$ cat src/rtl/eot_gen_pkg.sv
// Shared types for the end-of-transfer tagger: FSM states, eot bit positions,
// the output beat layout and the config clamp helper.
package eot_gen_pkg;

  typedef enum logic {
    IDLE = 1'b0,
    RUN  = 1'b1
  } state_t;

  localparam int EOT_ROW   = 0;
  localparam int EOT_WIN   = 1;
  localparam int EOT_BURST = 2;

  localparam int BEAT_W_DATA = 8;
  localparam int BEAT_W_X    = 5;
  localparam int BEAT_W_Y    = 5;

  typedef struct packed {
    logic [BEAT_W_DATA-1:0] data;
    logic [2:0]             eot;
    logic [BEAT_W_X-1:0]    x;
    logic [BEAT_W_Y-1:0]    y;
  } beat_t;

  // Zero means one; anything beyond the supported maximum saturates.
  function automatic int unsigned clamp_cfg(input int unsigned v, input int unsigned vmax);
    if (v == 0)
      return 1;
    else if (v > vmax)
      return vmax;
    else
      return v;
  endfunction

endpackage

$ cat src/rtl/eot_gen_nd_skid_buffer.sv
// Two-entry skid buffer: registered outputs, upstream ready depends only on
// local state.
module skid_buffer #(
  parameter int W = 8
) (
  input  logic         clk,
  input  logic         rst,
  input  logic         i_valid,
  input  logic [W-1:0] i_data,
  output logic         o_ready,
  output logic         o_valid,
  input  logic         i_ready,
  output logic [W-1:0] o_data,
  output logic         o_empty
);

  logic         r_v0;
  logic         r_v1;
  logic [W-1:0] r_d0;
  logic [W-1:0] r_d1;
  logic         w_push;
  logic         w_pop;

  assign o_ready = ~r_v1;
  assign o_valid = r_v0;
  assign o_data  = r_d0;
  assign o_empty = ~r_v0 & ~r_v1;
  assign w_push  = i_valid & ~r_v1;
  assign w_pop   = r_v0 & i_ready;

  always_ff @(posedge clk) begin
    if (rst) begin
      r_v0 <= 1'b0;
      r_v1 <= 1'b0;
      r_d0 <= '0;
      r_d1 <= '0;
    end else if (!r_v0 || w_pop) begin
      if (r_v1) begin
        r_d0 <= r_d1;
        r_v0 <= 1'b1;
        r_v1 <= 1'b0;
      end else begin
        r_v0 <= w_push;
        if (w_push)
          r_d0 <= i_data;
      end
    end else if (w_push) begin
      // Output stalled: park the new beat in the skid slot.
      r_d1 <= i_data;
      r_v1 <= 1'b1;
    end
  end

endmodule

$ cat src/rtl/eot_gen_nd.sv
// Run-time sized end-of-transfer tagger: passes a stream through and marks
// row/window/burst ends with x/y. Optional output register: EOT_GEN_ND_OUT_REG_EN.
//
// state | meaning
// IDLE  | waiting for a config handshake; input stream blocked
// RUN   | tagging beats until the last pixel of the last window
module eot_gen_nd
  import eot_gen_pkg::*;
#(
  parameter int W_DATA      = 8,
  parameter int MAX_WIDTH   = 24,
  parameter int MAX_HEIGHT  = 24,
  parameter int MAX_WINDOWS = 1024
) (
  input  logic                               clk,
  input  logic                               rst,
  input  logic                               cfg_valid,
  output logic                               cfg_ready,
  input  logic [$clog2(MAX_WIDTH+1)-1:0]     cfg_width,
  input  logic [$clog2(MAX_HEIGHT+1)-1:0]    cfg_height,
  input  logic [$clog2(MAX_WINDOWS+1)-1:0]   cfg_windows,
  input  logic                               din_valid,
  output logic                               din_ready,
  input  logic [W_DATA-1:0]                  din_data,
  output logic                               dout_valid,
  input  logic                               dout_ready,
  output logic [W_DATA-1:0]                  dout_data,
  output logic [2:0]                         dout_eot,
  output logic [$clog2(MAX_WIDTH)-1:0]       dout_x,
  output logic [$clog2(MAX_HEIGHT)-1:0]      dout_y,
  output logic                               busy
);

  localparam int W_X = $clog2(MAX_WIDTH);
  localparam int W_Y = $clog2(MAX_HEIGHT);
  localparam int W_N = $clog2(MAX_WINDOWS);

  state_t         r_state;
  state_t         w_state_nxt;
  logic [W_X-1:0] r_x;
  logic [W_X-1:0] r_w_m1;
  logic [W_Y-1:0] r_y;
  logic [W_Y-1:0] r_h_m1;
  logic [W_N-1:0] r_win;
  logic [W_N-1:0] r_n_m1;
  logic           w_run;
  logic           w_hs;
  logic           w_cfg_hs;
  logic           w_up_ready;
  logic           w_buf_empty;
  logic [2:0]     w_eot;

  assign w_run     = (r_state == RUN);
  assign busy      = w_run;
  assign din_ready = w_up_ready & w_run;
  assign w_hs      = din_valid & din_ready;
  assign cfg_ready = ~w_run & w_buf_empty;
  assign w_cfg_hs  = cfg_valid & cfg_ready;

  always_comb begin
    w_eot            = '0;
    w_eot[EOT_ROW]   = w_run && (r_x == r_w_m1);
    w_eot[EOT_WIN]   = w_eot[EOT_ROW] && (r_y == r_h_m1);
    w_eot[EOT_BURST] = w_eot[EOT_WIN] && (r_win == r_n_m1);
  end

  always_ff @(posedge clk) begin
    if (rst)
      r_state <= IDLE;
    else
      r_state <= w_state_nxt;
  end

  always_comb begin
    w_state_nxt = r_state;
    case (r_state)
      IDLE:    if (w_cfg_hs) w_state_nxt = RUN;
      RUN:     if (w_hs && w_eot[EOT_BURST]) w_state_nxt = IDLE;
      default: w_state_nxt = IDLE;
    endcase
  end

  // Limits are stored as (value - 1) so the terminal compare is a plain equality.
  always_ff @(posedge clk) begin
    if (rst) begin
      r_x    <= '0;
      r_y    <= '0;
      r_win  <= '0;
      r_w_m1 <= '0;
      r_h_m1 <= '0;
      r_n_m1 <= '0;
    end else if (w_cfg_hs) begin
      r_x    <= '0;
      r_y    <= '0;
      r_win  <= '0;
      r_w_m1 <= W_X'(clamp_cfg(32'(cfg_width), MAX_WIDTH) - 32'd1);
      r_h_m1 <= W_Y'(clamp_cfg(32'(cfg_height), MAX_HEIGHT) - 32'd1);
      r_n_m1 <= W_N'(clamp_cfg(32'(cfg_windows), MAX_WINDOWS) - 32'd1);
    end else if (w_hs) begin
      if (w_eot[EOT_ROW]) begin
        r_x <= '0;
        if (w_eot[EOT_WIN]) begin
          r_y <= '0;
          if (w_eot[EOT_BURST])
            r_win <= '0;
          else
            r_win <= r_win + 1'b1;
        end else begin
          r_y <= r_y + 1'b1;
        end
      end else begin
        r_x <= r_x + 1'b1;
      end
    end
  end

`ifdef EOT_GEN_ND_OUT_REG_EN
  localparam int W_BEAT = W_DATA + 3 + W_X + W_Y;

  logic [W_BEAT-1:0] w_beat_in;
  logic [W_BEAT-1:0] w_beat_out;
  logic              w_buf_in_valid;

  assign w_beat_in      = {din_data, w_eot, r_x, r_y};
  assign w_buf_in_valid = din_valid & w_run;

  skid_buffer #(
    .W (W_BEAT)
  ) u_skid (
    .clk     (clk),
    .rst     (rst),
    .i_valid (w_buf_in_valid),
    .i_data  (w_beat_in),
    .o_ready (w_up_ready),
    .o_valid (dout_valid),
    .i_ready (dout_ready),
    .o_data  (w_beat_out),
    .o_empty (w_buf_empty)
  );

  assign {dout_data, dout_eot, dout_x, dout_y} = w_beat_out;
`else
  assign w_up_ready  = dout_ready;
  assign w_buf_empty = 1'b1;
  assign dout_valid  = din_valid & w_run;
  assign dout_data   = din_data;
  assign dout_eot    = w_eot;
  assign dout_x      = r_x;
  assign dout_y      = r_y;
`endif

endmodule

$ cat config.mk
export PLATFORM = sky130hd
export DESIGN_NAME = eot_gen_nd
export DESIGN_NICKNAME = d
export VERILOG_FILES = /design/src/rtl/eot_gen_pkg.sv /design/src/rtl/eot_gen_nd_skid_buffer.sv /design/src/rtl/eot_gen_nd.sv
export SDC_FILE = /design/constraint.sdc
export NUM_CORES = 1
export LEC_CHECK = 0
export CELL_PAD_IN_SITES_DETAIL_PLACEMENT = 0
export CELL_PAD_IN_SITES_GLOBAL_PLACEMENT = 1
export CORE_MARGIN = 2
export CORE_UTILIZATION = 30
export DETAILED_ROUTE_END_ITERATION = 16
export DONT_BUFFER_PORTS = 1
export GPL_TIMING_DRIVEN = 0
export PLACE_DENSITY = 0.66
export RECOVER_POWER = 50
export SYNTH_ARGS = -nofsm -noshare
export SYNTH_HDL_FRONTEND = slang
export SYNTH_SLANG_ARGS = --single-unit
$ cat constraint.sdc
create_clock -name clk -period 3.59 [get_ports clk]
set_clock_uncertainty 0.1 [all_clocks]
set_input_delay 0.1795 -clock clk [delete_from_list [all_inputs] [get_ports clk]]
set_output_delay 0.1795 -clock clk [all_outputs]
set_load 0.02 [all_outputs]
==> results.py, run 1 <==
metrics = {
    "outcome": {
        "status": "finished, final reports clean",
    },
    "floorplan": {
        "die_area_sq_um": 8661,
        "initial_core_util_pct": 30.96,
        "die_w_um": 93.07,
        "io_pins": 59,
        "fp-row-count": 32,
        "die_h_um": 93.07,
        "core_area_sq_um": 7687,
    },
    "worst_setup_path": {
        "critPathLaunchType": "input port",
        "crit_arrival_ns": 2.64,
        "path_class": "in2reg",
        "r2r_slack_ns": 1.27,
        "reg2reg_depth": 5,
        "cp_max_fo": 7,
        "cp.required_ns": 3.72,
        "end_kind": "register",
        "r2r-end": "r_win[8]",
        "rr_startpoint": "dout_x[0]",
    },
    "global_routing": {
        "gr-usage-all-layers_pct": 13.70,
        "grt_max_degree": 14,
        "antenna_found_initial": 0,
        "first_global_vias": 1941,
        "overflow": 0,
        "grt_first_pass_wirelength_um": 9487,
    },
    "synth": {
        "ys_types": 42,
        "synthArstFlopShare_pct": 0,
        "synth_area_leader_cell": "dfxtp_1",
        "syn_nets": 332,
        "ys_seq_area_share_pct": 34.49,
        "synth_common_cells": "dfxtp_1 (41), nor2_1 (40), nand2_1 (27), xor2_1 (20), a21oi_1 (16)",
        "ys_seq_elements": 41,
        "yosysWarnings": 0,
        "avgSynthCellArea_sq_um": 8.150,
        "netlist_top_cells_area": "dfxtp_1 (34%), xor2_1 (7.4%), nor2_1 (6.3%), xnor2_1 (5.2%), a211oi_1 (4.4%)",
        "synth_most_common_cell": "dfxtp_1",
        "synth_top_area_share_pct": 34.49,
        "syn_inst": 292,
        "synth_edf_count": 0,
        "ys.flop_type": "dfxtp_1",
        "netlist_area_sq_um": 2380,
    },
    "clock_network": {
        "cts_root_buf": "clkbuf_8",
        "cts_buffers": 5,
        "cts_tree": "built",
        "postCtsSetupBuffers": 0,
        "ctsResizeCount": 0,
        "clock_latency_ns": 0.29,
        "cts.htree.levels": 2,
        "clkTransAtPathRegs_ns": 0.08,
        "cts_sinks": 41,
        "cts_buffer_depth": 2,
    },
    "timing": {
        "worst_slack_ns": 1.086,
        "finalCritPeriodShare_pct": 69.75,
        "setup_violations": 0,
        "slew_violations": 0,
        "tightest_slew_ns": 0.6555,
        "max_freq_ghz": 0.3994,
        "rsz0062_at_grt": "no",
        "slew_headroom_pct": 56.03,
        "hold_violations": 0,
        "tns_ns": 0,
        "fin_crit_ns": 2.504,
        "holdWs_ns": 0.008211,
    },
    "placed_design": {
        "hpwl_um": 4372,
        "portBuffers": 0,
        "gp_congestion": 0.8384,
        "place_ws_ns": 1.249,
        "placed_cell_area_sq_um": 2507,
        "placed_cells_incl_taps": 394,
    },
    "layout": {
        "drive_above_1_share_pct": 6.189,
        "syn2layout_area_growth_pct": 12.67,
        "diodes": 0,
        "area.sequential_sq_um": 820.8,
        "final_cells": 409,
        "fillCellCount": 846,
        "multi_input_area_sq_um": 1436,
        "final_cell_area_sq_um": 2681,
        "postLayoutCoreUtil_pct": 34.88,
        "nNetsFinal": 346,
    },
    "drt": {
        "vias": 2013,
        "wl_um": 5670,
        "wl_per_cell_um": 13.86,
        "ant_nets": 0,
        "drcViolationCount": 0,
        "drtIter0Drc": 53,
        "firstDrtPassIters": 4,
        "via_per_inst": 4.922,
    },
    "hold_path": {
        "hold_class": "in2reg",
        "hold_start": "cfg_windows[3]",
        "hold_path_depth": 3,
        "whs_endpoint": "r_n_m1[3]",
    },
    "power_and_ir_drop": {
        "seqPwrFrac_pct": 45.6,
        "vdd_drop_max_v": 0.0001597,
        "p_total_mw": 1.080,
        "p_sw_mw": 0.2679,
        "clockPowerShare_pct": 40.6,
        "power_frac_comb_pct": 13.8,
        "leakage_nw": 0.9505,
        "netSwitchingFraction_pct": 24.81,
        "power_density_nw_per_um2": 402.7,
        "p_int_mw": 0.8120,
    },
    "run": {
        "cap_violations": 0,
    },
}
[cell families (layout without fill, tap and decap cells)]
group,after synthesis,after routing,synth area share [%]
buffers and inverters,24,39,5.153
multiplexers,3,3,1.367
flip-flops,41,41,34.49
AO/OA/AOI/OAI,51,51,14.09
AND/OR/NAND/NOR,133,133,29.23
adder cells (fa/ha/maj),6,6,3.154
XOR/XNOR,34,34,12.51
[state kept, by name, summed over array words and instances (netlist names)]
register  cells
r_win        10
r_h_m1        5
r_w_m1        5
r_n_m1       10
dout_y        5
busy          1
dout_x        5
[cell type report]
class / instances / share of cell area [%]
inverter: 6 / 0.8399
multi-input combinational: 227 / 53.57
buffer: 18 / 2.613
timing repair buffer: 7 / 2.613
tap: 102 / 4.760
clock buffer: 5 / 2.566
clock inverter: 3 / 2.427
sequential: 41 / 30.61
[metal layers]
layer / global-route usage, % / share of wire, %
met2: 21.92 / 45
met3: 2.417 / 3.0
met4: 5.147 / 1.0
met5: 0 / 0
met1: 18.44 / 50
[layout by cell type, fill, tap and decap left out, types with 9 or more instances in the layout]
cell / count
nor2_1: 40
xor2_1: 20
a211oi_1: 14
xnor2_1: 14
a21oi_1: 16
dfxtp_1: 41
nor3_1: 15
nor4_1: 9
clkbuf_1: 16
nand2_1: 27
[power groups by stage]
| stage | registers (mW) | logic (mW) | clock network, mW |
|---|---|---|---|
| after global placement | 0.503 | 0.147 | 0 |
| after global routing | 0.495 | 0.170 | 0.463 |
| after floorplan | 0.498 | 0.123 | 0 |
| after detailed placement | 0.504 | 0.149 | 0 |
| after CTS | 0.493 | 0.156 | 0.447 |
| final | 0.492 | 0.149 | 0.438 |
[worst max-delay path, cell delays in order]
cell and delay, ns:
or4_1 0.60, nor2_1 0.12, a21oi_1 0.09, or2_2 0.29, ha_1 0.19, clkbuf_1 0.17, nand2_1 0.09, nand3b_1 0.08
a311oi_1 0.26, dlygate4sd3_1 0.58
[how the worst max path moves through the flow]
stage / startpoint / cells past startpoint / slack, ns / end
after floorplan: cfg_windows[5] / 10 / 1.43 / r_n_m1[6]
after global placement: dout_x[0] / 5 / 1.20 / r_win[8]
after detailed placement: cfg_windows[5] / 10 / 1.25 / r_n_m1[6]
after CTS: cfg_windows[5] / 10 / 1.09 / r_n_m1[4]
after global routing: cfg_windows[5] / 10 / 0.93 / r_n_m1[4]
final: cfg_windows[5] / 10 / 1.09 / r_n_m1[4]
[timing repair]
action                                 CTS  global route
hold buffers                             7             0
endpoints found under the hold margin    6             0
setup endpoints to repair                0             0
Power figures use the tool's default switching activity.
==> run 2, diff against run 1 <==
Settings changed: ABC_AREA set to 1, PLACE_DENSITY 0.66 to 0.69.
Clock period 3.59 ns to 2.33 ns, I/O delays scaled along.
==> run 2 against run 1 <==
  * Final cell count is 30% higher
  * Hold slack worse by 0.0064 ns
  * Clock-buffer cell count stayed put
  * Register-to-register slack worse by 0.99 ns
  * Sequential power is 54% higher
  * Area after synthesis is 12% higher
  * Combinational power increased by 97%
  * Routed wire length is 12% higher
  * Critical path type is now reg2out
  * Critical endpoint is now dout_eot[2]
  * Largest cell class unchanged
  * Largest power group unchanged
==> results.py, run 2 <==
metrics = {
    "layout": {
        "area.sequential_sq_um": 823.3,
        "final_cell_area_sq_um": 3015,
        "final_cell_mix": "nand2_1 (94), inv_1 (63), nor2_1 (43)",
        "postLayoutCoreUtil_pct": 34.75,
        "syn2layout_area_growth_pct": 12.88,
        "reg_top3": "r_n_m1 (10), r_win (10)",
        "nNetsFinal": 464,
        "fillCellCount": 994,
        "drive_above_1_share_pct": 9.412,
        "diodes": 0,
        "final_common_cell": "nand2_1",
        "multi_input_area_sq_um": 1481,
    },
    "synth": {
        "synthArstFlopShare_pct": 0,
        "ys.flop_type": "dfxtp_1",
        "synth_most_common_cell": "nand2_1",
        "syn_inst": 407,
        "ys_types": 36,
        "synth_edf_count": 0,
        "ys_seq_area_share_pct": 30.73,
        "syn_nets": 447,
        "synth_area_leader_cell": "dfxtp_1",
        "yosysWarnings": 0,
        "netlist_top_cells_area": "dfxtp_1 (31%), nand2_1 (13%), inv_1 (8.6%), xor2_1 (6.9%), nor2_1 (6.0%)",
        "avgSynthCellArea_sq_um": 6.563,
        "synth_common_cells": "nand2_1 (94), inv_1 (61), nor2_1 (43), dfxtp_1 (41)",
        "synth_top_area_share_pct": 30.73,
        "netlist_area_sq_um": 2671,
        "ys_seq_elements": 41,
    },
    "run": {
        "cap_violations": 0,
    },
    "worst_setup_path": {
        "critPathLaunchType": "register",
        "cp.required_ns": 2.11,
        "cp_cell_sequence": "inv_1, nand2_1, nand4_1, nand3b_1, nor2_2, buf_6, nand2_1, inv_1",
        "crit_end": "dout_eot[2]",
        "r2r-end": "r_n_m1[9]",
        "critPathSlowestCell": "dfxtp_1",
        "path_class": "reg2out",
        "cp_slowest_stage_delay_ns": 0.53,
        "cp-startpoint": "dout_y[0]",
        "rr_startpoint": "busy",
        "cp_max_fo": 10,
        "end_kind": "primary output",
        "reg2reg_depth": 7,
        "crit_arrival_ns": 1.92,
        "r2r_slack_ns": 0.28,
    },
    "outcome": {
        "status": "finished, final reports clean",
    },
    "floorplan": {
        "die_w_um": 98.36,
        "fp-row-count": 34,
        "die_h_um": 98.36,
        "die_area_sq_um": 9675,
        "initial_core_util_pct": 30.78,
        "core_area_sq_um": 8678,
        "io_pins": 59,
    },
    "hold_path": {
        "hold_class": "in2reg",
    },
    "global_routing": {
        "grt_first_pass_wirelength_um": 11000,
        "grt_max_degree": 15,
        "overflow": 0,
        "gr-usage-all-layers_pct": 13.57,
        "first_global_vias": 2315,
        "antenna_found_initial": 0,
    },
    "placed_design": {
        "gp_congestion": 0.7956,
        "placed_cell_area_sq_um": 2806,
        "portBuffers": 0,
        "hpwl_um": 5021,
        "place_ws_ns": 0.1793,
    },
    "drt": {
        "wl_per_cell_um": 11.88,
        "via_per_inst": 4.664,
        "drcViolationCount": 0,
        "wl_um": 6334,
        "vias": 2486,
        "ant_nets": 0,
        "drtIter0Drc": 87,
        "firstDrtPassIters": 4,
    },
    "clock_network": {
        "postCtsSetupBuffers": 0,
        "cts_tree": "built",
        "clkTransAtPathRegs_ns": 0.09,
        "cts_buffer_depth": 2,
        "clock_latency_ns": 0.30,
        "cts.htree.levels": 2,
        "cts_sinks": 41,
        "cts_root_buf": "clkbuf_8",
        "cts_buffers": 5,
    },
    "timing": {
        "slew_headroom_pct": 66.61,
        "worst_slack_ns": 0.1921,
        "hold_violations": 0,
        "rsz0062_at_grt": "no",
        "holdWs_ns": 0.001788,
        "slew_violations": 0,
        "max_freq_ghz": 0.4677,
        "setup_violations": 0,
        "fin_crit_ns": 2.138,
        "tightest_slew_ns": 0.5009,
        "tns_ns": 0,
        "finalCritPeriodShare_pct": 91.76,
    },
    "power_and_ir_drop": {
        "leakage_nw": 1.316,
        "power_density_nw_per_um2": 581.9,
        "vdd_drop_max_v": 0.0002364,
    },
}
-- run 2: cell type report --
class                           instances  share of cell area [%]
Sequential cell                        41                   27.30
Buffer                                 16                   2.614
Clock buffer                            5                   2.282
Tap cell                              108                   4.481
Inverter                               69                   8.589
Multi-Input combinational cell        281                   49.13
Clock inverter                          3                   2.282
Timing Repair Buffer                   10                   3.320
-- run 2: metrics by stage --
stage / cells / total power [mW]
2_1_floorplan: 407 / 1.003
5_1_grt: 533 / 1.850
4_1_cts: 533 / 1.778
6_report: 533 / 1.755
3_3_place_gp: 515 / 1.061
3_5_place_dp: 515 / 1.064
-- run 2: worst min-delay path by stage --
stage                 to  cells after the start     startpoint
3_5_place_dp   r_h_m1[3]                      2  cfg_height[3]
2_1_floorplan  r_h_m1[3]                      2  cfg_height[3]
5_1_grt             busy                      2      cfg_valid
4_1_cts        r_w_m1[2]                      3   cfg_width[2]
3_3_place_gp   r_h_m1[3]                      2  cfg_height[3]
6_report            busy                      2      cfg_valid
-- run 2: cells by family (layout without fill, tap and decap cells) --
logic type	Yosys count	in the layout	share of synthesized area, %
adder cells (fa/ha/maj)	6	6	2.810
flip-flops	41	41	30.73
XOR/XNOR	24	24	7.869
AO/OA/AOI/OAI	59	59	12.83
AND/OR/NAND/NOR	192	192	31.94
buffers and inverters	85	103	13.82
-- run 2: routing by layer --
metal  GRT usage (%)  vias to the layer above  routed length [um]
met5               0                        -                   0
met4           3.477                        0                  70
met3           2.577                        7                 281
met2           21.35                       51                2788
met1           19.14                     1114                3194
li1                -                     1314                   -
-- run 2: where the power goes --
group	internal, mW	switching [mW]	leakage (nW)	total, mW
registers	0.734	0.0261	0.336	0.760
clock network	0.432	0.270	0.0687	0.701
logic	0.106	0.188	0.912	0.294
-- run 2: worst max-delay path, delay by kind of cell, from the launching register on --
kind | cells | cell delay, ns
buffers and inverters | 3 | 0.47
AND/OR/NAND/NOR | 5 | 0.64
flip-flops | 1 | 0.53
-- run 2: timing repair --
| action | in CTS | in global routing |
|---|---|---|
| resized for setup | 0 | 2 |
| hold buffers | 10 | 0 |
| endpoints found under the hold margin | 10 | 0 |
| setup endpoints to repair | 0 | 1 |
==> run 3, diff against run 2 <==
Settings changed: ABC_AREA 1 to not set, CELL_PAD_IN_SITES_DETAIL_PLACEMENT 0 to 1, PLACE_DENSITY 0.69 to 0.66.
Clock period 2.33 ns to 2 ns, I/O delays scaled along.
==> run 3 against run 2 <==
  * Critical path depth fell by 1
  * Register-to-register slack lost 0.19 ns
  * Global-route usage increased by 1.9 points
  * Non-clock buffer count increased by 18
  * Sequential power increased by 15%
  * Routed wire length up 3.5%
  * Sequential share of layout area grew 1.7 points
  * Clock-buffer cell count grew 1
  * Largest cell class unchanged
==> results.py, run 3 (synthesized netlist as in run 1, its figures left out) <==
metrics = {
    "clock_network": {
        "cts_sinks": 41,
        "clkTransAtPathRegs_ns": 0.09,
        "clock_latency_ns": 0.30,
        "cts_root_buf": "clkbuf_8",
        "cts_tree": "built",
        "cts_buffer_depth": 2,
        "cts.htree.levels": 2,
        "cts_buffers": 5,
    },
    "hold_path": {
        "hold_class": "in2reg",
    },
    "placed_design": {
        "gp_congestion": 0.7641,
        "placed_cells_incl_taps": 394,
        "portBuffers": 0,
        "hpwl_um": 4736,
    },
    "global_routing": {
        "overflow": 0,
        "grt_max_degree": 14,
        "grt_first_pass_wirelength_um": 10680,
        "first_global_vias": 2146,
        "antenna_found_initial": 0,
        "gr-usage-all-layers_pct": 15.42,
    },
    "floorplan": {
        "io_pins": 59,
        "die_w_um": 93.07,
        "initial_core_util_pct": 30.96,
        "fp-row-count": 32,
        "die_area_sq_um": 8661,
        "core_area_sq_um": 7687,
        "die_h_um": 93.07,
    },
    "drt": {
        "wl_um": 6554,
        "vias": 2183,
        "drcViolationCount": 0,
        "firstDrtPassIters": 4,
        "via_per_inst": 5.100,
        "drtIter0Drc": 34,
        "ant_nets": 0,
        "wl_per_cell_um": 15.31,
    },
    "layout": {
        "nNetsFinal": 365,
        "syn2layout_area_growth_pct": 23.50,
        "final_cells": 428,
        "diodes": 0,
        "final_cell_mix": "nor2_1 (39), dfxtp_1 (30), nand2_1 (26)",
        "reg_top3": "r_n_m1 (10), r_win (10)",
        "drive_above_1_share_pct": 12.88,
        "final_common_cell": "nor2_1",
    },
    "worst_setup_path": {
        "r2r-end": "r_win[6]",
        "crit_arrival_ns": 2.04,
        "reg2reg_depth": 7,
        "cp_max_fo": 7,
        "end_kind": "register",
        "crit_end": "r_win[6]",
        "critPathLaunchType": "register",
        "cp-startpoint": "dout_y[4]",
        "r2r_slack_ns": 0.09,
        "cp.required_ns": 2.13,
        "rr_startpoint": "dout_y[4]",
        "path_class": "reg2reg",
    },
    "timing": {
        "tightest_slew_ns": 0.5346,
        "max_freq_ghz": 0.5228,
        "slew_violations": 0,
        "setup_violations": 0,
        "fin_crit_ns": 1.913,
        "slew_headroom_pct": 64.36,
        "rsz0062_at_grt": "yes",
        "finalCritPeriodShare_pct": 95.63,
        "holdWs_ns": 0.01343,
        "hold_violations": 0,
    },
    "power_and_ir_drop": {
        "leakage_nw": 1.044,
        "p_total_mw": 1.922,
        "power_density_nw_per_um2": 653.8,
        "vdd_drop_max_v": 0.0002273,
    },
    "run": {
        "cap_violations": 0,
    },
    "outcome": {
        "status": "finished, final reports clean",
    },
}
run 3: repair_timing:
action,4_1_cts,5_1_grt
resized for setup,19,8
buffers inserted,5,1
hold buffers,20,0
pin swaps,4,2
endpoints found under the hold margin,18,0
setup endpoints to repair,23,13
run 3: how the worst min path moves through the flow:
| stage | slack (ns) | cells after the start | start | endpoint |
|---|---|---|---|---|
| final | 0.01 | 3 | cfg_windows[0] | r_n_m1[0] |
| after detailed placement | 0.07 | 1 | rst | r_n_m1[4] |
| after global routing | 0.06 | 3 | cfg_windows[5] | r_n_m1[7] |
| after CTS | 0.002 | 3 | cfg_windows[4] | r_n_m1[4] |
| after global placement | 0.07 | 1 | rst | r_n_m1[4] |
| after floorplan | 0.07 | 1 | rst | r_n_m1[3] |
run 3: report_power, final:
part	switching, mW	leakage (nW)	internal, mW	total [mW]
Combinational	0.179	0.644	0.154	0.333
Sequential	0.0339	0.342	0.843	0.877
Clock	0.306	0.0574	0.406	0.712
run 3: layer usage:
metal	global-route usage, %	vias up	part of all wire [%]	routed length, um
li1	-	1100	-	-
met1	19.88	1038	47	3082
met2	26.21	39	48	3139
met3	2.740	6	3.7	241
met4	4.779	0	1.4	90
met5	0	-	0	0
run 3: area by class of cell:
cell class	instances	area [sq um]
Sequential cell	41	852.1
Clock inverter	2	37.54
Timing Repair Buffer	26	257.7
Buffer	18	82.58
Clock buffer	6	82.58
Tap cell	102	127.6
Inverter	6	22.52
Multi-Input combinational cell	227	1476
Fill cell	944	4748
run 3: per-stage QoR:
| step | area, sq um | utilization, % | worst slack, ns | TNS [ns] |
|---|---|---|---|---|
| floorplan | 2394 | - | 0.01149 | 0 |
| global placement | 2521 | 32.80 | -0.3281 | -3.020 |
| detailed placement | 2521 | 32.80 | -0.3451 | -3.407 |
| CTS | 2942 | 38.27 | 0.01890 | 0 |
| global route | 2939 | 38.23 | -0.02566 | -0.02566 |
| finish | 2939 | 38.23 | 0.08739 | 0 |
run 3: critical path: stages, from the launching register on:
cell,delay [ns]
dfxtp_4,0.39
xor2_1,0.15
nor3_2,0.18
buf_4,0.16
nand4bb_4,0.16
buf_4,0.18
or3_1,0.34
a21oi_1,0.17
